--- src/rtl/spi_shared_frame_rx.sv ---
// Dual-port SPI frame receiver sharing one shift buffer.
// Port 0 is broadcast, port 1 is daisy chain with sdo1_out pass-through.
module spi_shared_frame_rx #(
  parameter int WIDTH       = 32,
  parameter int SYNC_STAGES = 2
) (
  input  logic             clk_in,
  input  logic             reset_n_in,
  input  logic             sck0_in,
  input  logic             sdi0_in,
  input  logic             cs0_n_in,
  input  logic             sck1_in,
  input  logic             sdi1_in,
  input  logic             cs1_n_in,
  output logic             sdo1_out,
  input  logic             load_in,
  input  logic [WIDTH-1:0] load_data_in,
  input  logic             clr_flags_in,
  output logic [WIDTH-1:0] frame_data_out,
  output logic             frame_valid_out,
  output logic             frame_src_out,
  output logic             busy_out,
  output logic             contention_out
);

  localparam int CW = (WIDTH > 2) ? $clog2(WIDTH) : 1;
  localparam int S  = SYNC_STAGES;

  typedef enum logic [1:0] {
    IDLE,
    OWN0,
    OWN1
  } state_e;

  logic [S-1:0] sck0_q, sdi0_q, cs0_q;
  logic [S-1:0] sck1_q, sdi1_q, cs1_q;
  logic         sck0_p_q, sck1_p_q;

  state_e           state_q, state_d;
  logic [WIDTH-1:0] shreg_q, shreg_d;
  logic [CW-1:0]    cnt_q, cnt_d;
  logic [WIDTH-1:0] fdata_q;
  logic             fvalid_q, fsrc_q;
  logic             busy_q, cont_q, cont_d;

  logic rise0, rise1, bit0, bit1, cs0l, cs1l;
  logic shift, sbit, fire, cset;

  always_ff @(posedge clk_in or negedge reset_n_in) begin
    if (!reset_n_in) begin
      sck0_q   <= '0;
      sdi0_q   <= '0;
      cs0_q    <= '1;
      sck1_q   <= '0;
      sdi1_q   <= '0;
      cs1_q    <= '1;
      sck0_p_q <= 1'b0;
      sck1_p_q <= 1'b0;
    end else begin
      sck0_q   <= {sck0_q[S-2:0], sck0_in};
      sdi0_q   <= {sdi0_q[S-2:0], sdi0_in};
      cs0_q    <= {cs0_q[S-2:0], cs0_n_in};
      sck1_q   <= {sck1_q[S-2:0], sck1_in};
      sdi1_q   <= {sdi1_q[S-2:0], sdi1_in};
      cs1_q    <= {cs1_q[S-2:0], cs1_n_in};
      sck0_p_q <= sck0_q[S-1];
      sck1_p_q <= sck1_q[S-1];
    end
  end

  // Edge and data are both taken at the last sync stage
  assign rise0 = sck0_q[S-1] & ~sck0_p_q;
  assign rise1 = sck1_q[S-1] & ~sck1_p_q;
  assign bit0  = sdi0_q[S-1];
  assign bit1  = sdi1_q[S-1];
  assign cs0l  = ~cs0_q[S-1];
  assign cs1l  = ~cs1_q[S-1];

  always_comb begin
    state_d = state_q;
    shreg_d = shreg_q;
    cnt_d   = cnt_q;
    shift   = 1'b0;
    sbit    = 1'b0;
    fire    = 1'b0;
    unique case (state_q)
      IDLE: begin
        if (load_in) shreg_d = load_data_in;
        if (cs0l) begin
          state_d = OWN0;
          cnt_d   = '0;
        end else if (cs1l) begin
          state_d = OWN1;
          cnt_d   = '0;
        end
      end
      OWN0: begin
        if (!cs0l) begin
          state_d = IDLE;
          cnt_d   = '0;
        end else if (rise0) begin
          shift = 1'b1;
          sbit  = bit0;
        end
      end
      OWN1: begin
        if (!cs1l) begin
          state_d = IDLE;
          cnt_d   = '0;
        end else if (rise1) begin
          shift = 1'b1;
          sbit  = bit1;
        end
      end
      default: state_d = IDLE;
    endcase
    if (shift) begin
      shreg_d = {shreg_q[WIDTH-2:0], sbit};
      fire    = (cnt_q == CW'(WIDTH-1));
      cnt_d   = fire ? '0 : cnt_q + 1'b1;
    end
  end

  assign cset = (state_q == OWN0 && cs1l)
             || (state_q == OWN1 && cs0l);

  always_comb begin
    cont_d = cont_q;
    if (clr_flags_in) cont_d = 1'b0;
    if (cset)         cont_d = 1'b1;
  end

  always_ff @(posedge clk_in or negedge reset_n_in) begin
    if (!reset_n_in) begin
      state_q  <= IDLE;
      shreg_q  <= '0;
      cnt_q    <= '0;
      fdata_q  <= '0;
      fvalid_q <= 1'b0;
      fsrc_q   <= 1'b0;
      busy_q   <= 1'b0;
      cont_q   <= 1'b0;
    end else begin
      state_q  <= state_d;
      shreg_q  <= shreg_d;
      cnt_q    <= cnt_d;
      fvalid_q <= fire;
      busy_q   <= (state_d != IDLE);
      cont_q   <= cont_d;
      if (fire) begin
        fdata_q <= shreg_d;
        fsrc_q  <= (state_q == OWN1);
      end
    end
  end

  assign sdo1_out        = shreg_q[WIDTH-1];
  assign frame_data_out  = fdata_q;
  assign frame_valid_out = fvalid_q;
  assign frame_src_out   = fsrc_q;
  assign busy_out        = busy_q;
  assign contention_out  = cont_q;

endmodule

--- config.mk ---
export PLATFORM = sky130hd
export DESIGN_NAME = spi_shared_frame_rx
export DESIGN_NICKNAME = d
export VERILOG_FILES = /design/src/rtl/spi_shared_frame_rx.sv
export SDC_FILE = /design/constraint.sdc
export NUM_CORES = 1
export LEC_CHECK = 0
export BUFFER_PORTS_ARGS = -buffer_cell sky130_fd_sc_hd__buf_2
export CAP_MARGIN = 25
export CORE_MARGIN = 5
export CORE_UTILIZATION = 25
export DETAILED_ROUTE_END_ITERATION = 12
export PLACE_DENSITY_LB_ADDON = 0.05
export SKIP_CTS_REPAIR_TIMING = 1
export SLEW_MARGIN = 20
export SYNTH_ARGS = -nofsm -noshare
export SYNTH_HDL_FRONTEND = slang
export SYNTH_SLANG_ARGS = --single-unit
--- constraint.sdc ---
create_clock -name clk_in -period 1.95 [get_ports clk_in]
set_input_delay 0.195 -clock clk_in [delete_from_list [all_inputs] [get_ports clk_in]]
set_output_delay 0.195 -clock clk_in [all_outputs]
set_load 0.03 [all_outputs]
==> results of run 1 <==
==> where the power goes <==
| part | switching (mW) | internal (mW) | total [mW] |
|---|---|---|---|
| logic | 0.644 | 0.586 | 1.23 |
| registers | 0.308 | 2.26 | 2.57 |
| clock network | 0.700 | 1.15 | 1.85 |
| total | 1.65 | 3.99 | 5.65 |
==> per-stage QoR <==
stage               utilization, %  setup TNS (ns)
global placement              30.2               0
CTS                           32.4               0
global route                  33.3         -0.0407
floorplan                        -               0
finish                        33.3               0
detailed placement            30.2               0
==> how the worst max path moves through the flow <==
stage / start / endpoint / slack [ns] / cells after the start
6_report: state_q[1]$_DFF_PN0_ / frame_data_out[3]$_DFFE_PN0P_ / 0.1 / 7
5_1_grt: state_q[1]$_DFF_PN0_ / frame_data_out[2]$_DFFE_PN0P_ / -0.01 / 7
4_1_cts: state_q[0]$_DFF_PN0_ / frame_data_out[15]$_DFFE_PN0P_ / 0.02 / 6
3_5_place_dp: state_q[0]$_DFF_PN0_ / frame_data_out[17]$_DFFE_PN0P_ / 0.04 / 6
3_3_place_gp: state_q[0]$_DFF_PN0_ / frame_data_out[17]$_DFFE_PN0P_ / 0.07 / 6
2_1_floorplan: state_q[0]$_DFF_PN0_ / frame_data_out[20]$_DFFE_PN0P_ / 0.10 / 6
==> Yosys cell counts (all sizes together) (2+ instances only) <==
cell    instances  area (um2)
inv             6        22.5
and2b           2        16.3
dfrtp          85        2130
and4bb          2        32.5
a22o            2        17.5
buf            11        83.8
a21oi           2        10.0
nand2          35         131
clkbuf          2        8.75
nor2            3        11.3
dfstp           4         105
o21ai          38         194
mux2i          31         310
o211ai          2        28.8
ha              7        87.6
a32o            3        30.0
nand3           2        10.0
mux2           33         398
==> registers in the layout (all words and copies together) (netlist names) <==
name             flops
sdi0_q               2
sck1_p_q             1
cs1_q                2
frame_valid_out      1
sck1_q               2
sck0_p_q             1
cnt_q                5
contention_out       1
cs0_q                2
frame_data_out      32
frame_src_out        1
sdi1_q               2
shreg_q             32
busy_out             1
sck0_q               2
state_q              2
==> cell type report <==
| class | instances | area [um2] |
|---|---|---|
| Clock buffer | 12 | 246 |
| Clock inverter | 3 | 65.1 |
| Fill cell | 1506 | 9690 |
| Inverter | 6 | 22.5 |
| Multi-Input combinational cell | 172 | 1360 |
| Sequential cell | 89 | 2230 |
| Tap cell | 184 | 230 |
| Timing Repair Buffer | 102 | 687 |
==> worst max-delay path, stage by stage, from the launching register on <==
cell and delay (ns):
dfrtp_1 0.39, inv_1 0.08, ha_1 0.19, and4bb_4 0.23
o211ai_4 0.20, buf_12 0.15, buf_12 0.15, mux2_2 0.34
==> kinds of logic (layout without fill, tap and decap cells) <==
kind of cell,Yosys count,after routing,share of synthesized area (%)
flops,89,89,60.3
buf+inv,19,123,3.11
fa+ha+maj,7,7,2.37
compound gates,53,53,8.89
simple gates,48,48,6.16
mux,64,64,19.1
==> routing by layer <==
layer	vias up	wire (um)
li1	1186	-
met1	1195	4200
met2	57	3800
met3	7	598
met4	0	104
met5	-	0
==> metrics.yaml, run 1 <==
power_mw: 5.65
fp-row-count: 44
worstPathArrival_ns: 2.07
antenna_found_initial: 0
drv_slew: 0
post_dp_cell_area_mm2: 0.00439
clock_path_buffers: 2
drtIter0Drc: 126
layout-drive-gt1-share_pct: 40.6
cp_max_fo: 15
num_antenna_cells: 0
worst_r2r_path_depth: 7
grtUsageMet3_pct: 5.05
ir_drop_uv: 463
die_w_um: 132
reg2reg_to: "frame_data_out[3]$_DFFE_PN0P_"
synth_nets: 329
syn_area_per_cell_um2: 13.2
post-route-period-util_pct: 95.0
hold_viol: 0
worstPathRequired_ns: 2.17
grt_pass1_vias: 2667
power.leakage_nw: 2.51
timing.final.crit_period_ns: 1.85
dp_slack_ns: 0.0389
yosys_warnings: 0
end_kind: "flip-flop"
cts-root-buf: "clkbuf_16"
rrSetupSlack_ns: 0.1
outcome: "finished clean"
clkTransAtPathRegs_ns: 0.06
start_kind: "flip-flop"
fin_hold_ws_ns: 0.132
ys_ff_latch: 89
vias: 2445
clk_latency_ns: 0.34
cts_tree: "done"
min_path_type: "input port to flip-flop"
coreArea_mm2: 0.0145
maxCapViolations: 0
grt_pass1_wl_um: 14700
nets: 429
initial_core_util_pct: 25.5
drc: 0
whs_path_depth: 3
wire_per_inst_um: 15.3
p_per_area_mw_per_mm2: 1170
use_met1_pct: 14.0
hold_path.startpoint: "load_data_in[29]"
worst_clock_skew_ns: 0.00739
routed_via_density: 4.30
crit_type: "flip-flop to flip-flop"
fin_cells: 568
syn_area_mm2: 0.00370
tightestPinTransition_ns: 0.547
min_to: "shreg_q[29]$_DFF_PN0_"
place_hpwl_um: 5710
busiest_layer: "met2"
synth_ff_type: "dfrtp_1"
synth_cell_types: 37
synth_edf_count: 0
worst_slack_ns: 0.0967
io_pins: 79
area_delta_synth_final_pct: 30.9
drtAntennaViolNets: 0
clock-sinks: 89
dieHeight_um: 132
dr.pass1.iters: 4
met2_usage_pct: 15.6
gp_congestion: 0.685
netlist_instances: 280
final_common_cell: "dfrtp_1"
portBuffers: 78
wl_um: 8700
dp_cells: 542
layout_common_cells: "dfrtp_1 (84), buf_2 (77), o21ai_0 (35), nand2_1 (34), mux2i_1 (31)"
async_flop_share_pct: 100
slew_headroom_pct: 63.5
setup_viol: 0
reg2reg_from: "state_q[1]$_DFF_PN0_"
overflow: 0
fmax_ghz: 0.540
design_area_mm2: 0.00484
grt_usage_pct: 10.6
synth-seq-area-share_pct: 60.3
dieArea_mm2: 0.0173
cts_made_buffers: 9
grt_max_degree: 90
h-tree-depth: 3
(Power assumes the default switching activity.)
==> run 2, diff against run 1 <==
Settings changed: CORE_MARGIN 5 to 1.5.
==> run 2 against run 1 <==
Compared with the run above:
- global-route usage increased by 0.92 points
- final area decreased by 0.28%
- fmax decreased by 0.28%
- via count increased by 1.2%
- combinational power about the same
- critical path depth decreased by 1
- total power increased by 1.8%
- hold slack improved by 0.0045 ns
- first-iteration DRC count decreased by 11%
- register-to-register slack about the same
==> metrics.yaml, run 2 (synthesized netlist as in run 1, its figures left out) <==
outcome: "finished clean"  # unchanged
cts-root-buf: "clkbuf_16"  # unchanged
grt_pass1_wl_um: 13700  # was 14700 um
grt_pass1_vias: 2502  # was 2667
hold_path.startpoint: "load_data_in[8]"  # was load_data_in[29]
worst_clock_skew_ns: 0.00481  # was 0.00739 ns
post-route-period-util_pct: 95.3  # was 95.0%
power.leakage_nw: 2.49  # was 2.51 nW
worstPathArrival_ns: 2.09  # was 2.07 ns
worst_r2r_path_depth: 6  # was 7
fmax_ghz: 0.538  # was 0.540 GHz
final_common_cell: "dfrtp_1"  # unchanged
end_kind: "flip-flop"  # unchanged
use_met1_pct: 15.2  # was 14.0%
met2_usage_pct: 16.9  # was 15.6%
clock_path_buffers: 2  # unchanged
worstPathRequired_ns: 2.18  # was 2.17 ns
whs_path_depth: 3  # unchanged
cts_tree: "done"  # unchanged
wl_um: 8360  # was 8700 um
start_kind: "flip-flop"  # unchanged
drv_slew: 0  # unchanged
layout_common_cells: "dfrtp_1 (84), buf_2 (77), o21ai_0 (35), nand2_1 (34), mux2i_1 (31)"  # unchanged
portBuffers: 78  # unchanged
min_path_type: "input port to flip-flop"  # unchanged
clockPowerShare_pct: 34.6  # was 32.8%
p_seq_share_pct: 44.5  # was 45.4%
timing.final.crit_period_ns: 1.86  # was 1.85 ns
vias: 2474  # was 2445
hold_viol: 0  # unchanged
dr.pass1.iters: 4  # unchanged
p_switching_mw: 1.68  # was 1.65 mW
cp_max_fo: 18  # was 15
routed_via_density: 4.37  # was 4.30
maxCapViolations: 0  # unchanged
grt_max_degree: 37  # was 90
reg2reg_to: "frame_data_out[28]$_DFFE_PN0P_"  # was frame_data_out[3]$_DFFE_PN0P_
post_dp_cell_area_mm2: 0.00441  # was 0.00439 mm2
cts_made_buffers: 9  # unchanged
h-tree-depth: 3  # unchanged
layout-drive-gt1-share_pct: 40.6  # about the same
tightestPinTransition_ns: 0.349  # was 0.547 ns
drc: 0  # unchanged
rrSetupSlack_ns: 0.09  # was 0.1 ns
rsz0062_at_grt: "false"
grt_usage_pct: 11.6  # was 10.6%
setup_viol: 0  # unchanged
antenna_found_initial: 0  # unchanged
coreArea_mm2: 0.0145  # about the same
dieHeight_um: 125  # was 132 um
clkTransAtPathRegs_ns: 0.06  # about the same
crit_type: "flip-flop to flip-flop"  # unchanged
fp-row-count: 44  # unchanged
slew_headroom_pct: 76.8  # was 63.5%
pwr-share-comb_pct: 20.9  # was 21.8%
setup-tns-final_ns: 0  # unchanged
clk_latency_ns: 0.34  # about the same
min_to: "shreg_q[8]$_DFF_PN0_"  # was shreg_q[29]$_DFF_PN0_
gp_congestion: 0.705  # was 0.685
clock-sinks: 89  # unchanged
grtUsageMet3_pct: 5.03  # was 5.05%
drtIter0Drc: 112  # was 126
power_mw: 5.75  # was 5.65 mW
p_per_area_mw_per_mm2: 1190  # was 1170 mW/mm2
drtAntennaViolNets: 0  # unchanged
design_area_mm2: 0.00483  # was 0.00484 mm2
die_w_um: 125  # was 132 um
initial_core_util_pct: 25.6  # was 25.5%
busiest_layer: "met2"  # unchanged
place_hpwl_um: 5520  # was 5710 um
area_delta_synth_final_pct: 30.5  # was 30.9%
overflow: 0  # unchanged
wire_per_inst_um: 14.8  # was 15.3 um
p_sw_share_pct: 29.2  # was 29.3%
ir_drop_uv: 476  # was 463 uV
reg2reg_from: "state_q[0]$_DFF_PN0_"  # was state_q[1]$_DFF_PN0_
nets: 426  # was 429
intPower_mw: 4.07  # was 3.99 mW
dieArea_mm2: 0.0155  # was 0.0173 mm2
io_pins: 79  # unchanged
num_antenna_cells: 0  # unchanged
run 2: through the flow:
stage | hold WS, ns | setup WS (ns) | std cells | util [%]
after floorplan | -0.101 | 0.102 | 280 | -
after detailed placement | 0.141 | 0.0661 | 542 | 30.4
final | 0.137 | 0.0915 | 566 | 33.4
after global routing | 0.126 | 0.00447 | 566 | 33.4
after global placement | 0.131 | 0.0938 | 542 | 30.4
after CTS | -0.248 | 0.0632 | 558 | 32.8
run 2: final cells by class:
class                           instances  area [um2]
Clock buffer                            9         225
Clock inverter                          7         119
Fill cell                            1455        9650
Inverter                                6        22.5
Multi-Input combinational cell        172        1360
Sequential cell                        89        2230
Tap cell                              184         230
Timing Repair Buffer                   99         643
run 2: worst max-delay path, stage by stage (launching register included):
cell and delay (ns):
dfrtp_1 0.40, inv_1 0.08, ha_1 0.22, and4bb_4 0.24, o211ai_4 0.25, buf_12 0.21, mux2_2 0.34
run 2: worst max path at each step:
| stage | from | end | slack, ns |
|---|---|---|---|
| floorplan | state_q[0]$_DFF_PN0_ | frame_data_out[20]$_DFFE_PN0P_ | 0.10 |
| CTS | state_q[1]$_DFF_PN0_ | frame_data_out[31]$_DFFE_PN0P_ | 0.06 |
| finish | state_q[0]$_DFF_PN0_ | frame_data_out[28]$_DFFE_PN0P_ | 0.09 |
| global route | state_q[0]$_DFF_PN0_ | frame_data_out[28]$_DFFE_PN0P_ | 0.004 |
| detailed placement | state_q[1]$_DFF_PN0_ | frame_data_out[18]$_DFFE_PN0P_ | 0.07 |
| global placement | state_q[1]$_DFF_PN0_ | frame_data_out[18]$_DFFE_PN0P_ | 0.09 |
run 2: routing by layer:
metal | part of all wire (%) | wire, um
met2 | 44 | 3710
met5 | 0 | 0
met4 | 1.5 | 126
met3 | 6.2 | 518
met1 | 48 | 4010
run 2: power by group through the flow:
stage	logic (mW)	registers, mW	clock network [mW]
after floorplan	0.777	2.57	0
after global placement	1.21	2.60	0
after detailed placement	1.22	2.60	0
after CTS	1.22	2.57	2.08
after global routing	1.36	2.63	2.14
final	1.20	2.56	1.99
==> run 3, diff against run 2 <==
Clock period 1.95 ns to 2.1 ns, I/O delays scaled along.
==> run 3 against run 2 <==
Compared with the run above:
- final area shrank 1.5%
- sequential cell count is the same
- die area is the same
- via count shrank 2.8%
- combinational power shrank 10%
- clock power shrank 14%
- total power shrank 9.8%
- sequential power shrank 7%
- setup slack gained 0.069 ns
- fmax shrank 4.2%
==> metrics.yaml, run 3 (synthesized netlist as in run 1, its figures left out) <==
clkTransAtPathRegs_ns: 0.07  # was 0.06 ns
critPathTopFamily: "flip-flops"  # unchanged
rsz0062_at_grt: "false"  # unchanged
coreArea_mm2: 0.0145  # unchanged
tightestPinTransition_ns: 0.438  # was 0.349 ns
area_delta_synth_final_pct: 28.6  # was 30.5%
drtIter0Drc: 76  # was 112
worstPathRequired_ns: 2.33  # was 2.18 ns
cts_made_buffers: 9  # unchanged
cp_max_fo: 20  # was 18
reg2reg_to: "frame_data_out[29]$_DFFE_PN0P_"  # was frame_data_out[28]$_DFFE_PN0P_
die_w_um: 125  # unchanged
num_antenna_cells: 0  # unchanged
dr.pass1.iters: 4  # unchanged
overflow: 0  # unchanged
gp_congestion: 0.693  # was 0.705
grt_pass1_vias: 2478  # was 2502
place_hpwl_um: 5590  # was 5520 um
initial_core_util_pct: 25.6  # unchanged
vias: 2405  # was 2474
drc: 0  # unchanged
maxCapViolations: 0  # unchanged
path_buf_inv: 2  # unchanged
fp-row-count: 44  # unchanged
max_stage_delay_ns: 0.43  # was 0.40 ns
grt_pass1_wl_um: 13700  # about the same
cp_cell_sequence: "inv_1, ha_1, and4bb_4, o211ai_4, buf_12, mux2_2"  # unchanged
min_to: "shreg_q[1]$_DFF_PN0_"  # was shreg_q[8]$_DFF_PN0_
worst_clock_skew_ns: 0.00838  # was 0.00481 ns
rrSetupSlack_ns: 0.16  # was 0.09 ns
clock-sinks: 89  # unchanged
hold_path.startpoint: "load_data_in[1]"  # was load_data_in[8]
drv_slew: 0  # unchanged
hold_viol: 0  # unchanged
grt_max_degree: 39  # was 37
p_per_area_mw_per_mm2: 1090  # was 1190 mW/mm2
timing.final.crit_period_ns: 1.94  # was 1.86 ns
min_path_type: "input port to flip-flop"  # unchanged
nets: 421  # was 426
end_kind: "flip-flop"  # unchanged
drtAntennaViolNets: 0  # unchanged
fin_hold_ws_ns: 0.151  # was 0.137 ns
routed_via_density: 4.29  # was 4.37
start_kind: "flip-flop"  # unchanged
fmax_ghz: 0.516  # was 0.538 GHz
io_pins: 79  # unchanged
whs_path_depth: 3  # unchanged
layout-drive-gt1-share_pct: 39.3  # was 40.6%
post-route-period-util_pct: 92.4  # was 95.3%
wire_per_inst_um: 15.0  # was 14.8 um
worstPathArrival_ns: 2.17  # was 2.09 ns
setup_viol: 0  # unchanged
cts-root-buf: "clkbuf_16"  # unchanged
final_common_cell: "dfrtp_1"  # unchanged
fillCellCount: 1465  # was 1455
utilization_pct: 32.9  # was 33.4%
power_mw: 5.19  # was 5.75 mW
ir_drop_uv: 360  # was 476 uV
outcome: "finished clean"  # unchanged
grt_usage_pct: 11.5  # was 11.6%
crit_type: "flip-flop to flip-flop"  # unchanged
reg2reg_from: "state_q[0]$_DFF_PN0_"  # unchanged
setup-tns-final_ns: 0  # unchanged
layout_common_cells: "dfrtp_1 (85), buf_2 (77), o21ai_0 (34), nand2_1 (34), mux2i_1 (31)"  # was dfrtp_1 (84), buf_2 (77), o21ai_0 (35), nand2_1 (34), mux2i_1 (31)
power.leakage_nw: 2.46  # was 2.49 nW
clk_latency_ns: 0.34  # about the same
critPathSlowestCell: "dfrtp_1"  # unchanged
portBuffers: 78  # unchanged
wl_um: 8430  # was 8360 um
h-tree-depth: 3  # unchanged
dieHeight_um: 125  # unchanged
slew_headroom_pct: 70.8  # was 76.8%
worst_r2r_path_depth: 6  # unchanged
clock_path_buffers: 2  # unchanged
antenna_found_initial: 0  # unchanged
cts_tree: "done"  # unchanged
dieArea_mm2: 0.0155  # unchanged
==> run 3: changes by cell type in the layout (fill, tap and decap cells not counted), sizes merged <==
| cell | change |
|---|---|
| clkinvlp | -1 |
| buf | -5 |
| bufinv | -1 |
| clkinv | +1 |
| clkbuf | +1 |
==> run 3: where the power goes <==
| part | leakage (nW) | switching [mW] | internal [mW] |
|---|---|---|---|
| Clock | 0.152 | 0.681 | 1.04 |
| Sequential | 1.13 | 0.296 | 2.09 |
| Combinational | 1.18 | 0.578 | 0.502 |
| Total | 2.46 | 1.55 | 3.63 |
==> run 3: routing by layer <==
metal	up-vias	part of all wire (%)	track usage (%)
met4	0	2.2	5.88
met3	12	4.7	3.14
li1	1165	-	-
met1	1172	51	16.0
met5	-	0	0
met2	56	42	16.3
==> run 3: layout make-up <==
class                   instances  area, um2  area share [%]
flip-flops and latches         89       2230            46.9
multi-input cells             172       1360            28.5
repair buffers                 94        606            12.7
well taps                     184        230            4.84
clock buffers                  10        229            4.81
clock inverters                 6       82.6            1.74
inverters                       6       22.5           0.473
==> run 3: through the flow <==
step / area, um2 / std cells / worst slack [ns]
2_1_floorplan: 3700 / 280 / 0.252
3_3_place_gp: 4380 / 538 / 0.188
3_5_place_dp: 4380 / 538 / 0.147
4_1_cts: 4690 / 554 / 0.145
5_1_grt: 4760 / 561 / 0.0708
6_report: 4760 / 561 / 0.160
==> run 3: worst max path at each step <==
| stage | from | depth (start not counted) | endpoint | slack, ns |
|---|---|---|---|---|
| 4_1_cts | state_q[0]$_DFF_PN0_ | 6 | frame_data_out[29]$_DFFE_PN0P_ | 0.14 |
| 3_3_place_gp | state_q[0]$_DFF_PN0_ | 6 | frame_data_out[17]$_DFFE_PN0P_ | 0.19 |
| 5_1_grt | state_q[0]$_DFF_PN0_ | 6 | frame_data_out[29]$_DFFE_PN0P_ | 0.07 |
| 2_1_floorplan | state_q[0]$_DFF_PN0_ | 6 | frame_data_out[20]$_DFFE_PN0P_ | 0.25 |
| 6_report | state_q[0]$_DFF_PN0_ | 6 | frame_data_out[29]$_DFFE_PN0P_ | 0.16 |
| 3_5_place_dp | state_q[0]$_DFF_PN0_ | 6 | frame_data_out[17]$_DFFE_PN0P_ | 0.15 |
==> run 3: tightest hold or removal path, delay by kind of cell <==
kind,cells,cell delay (ns)
buffers and inverters,1,0.07
AOI/OAI and AO/OA,1,0.13
muxes,1,0.05
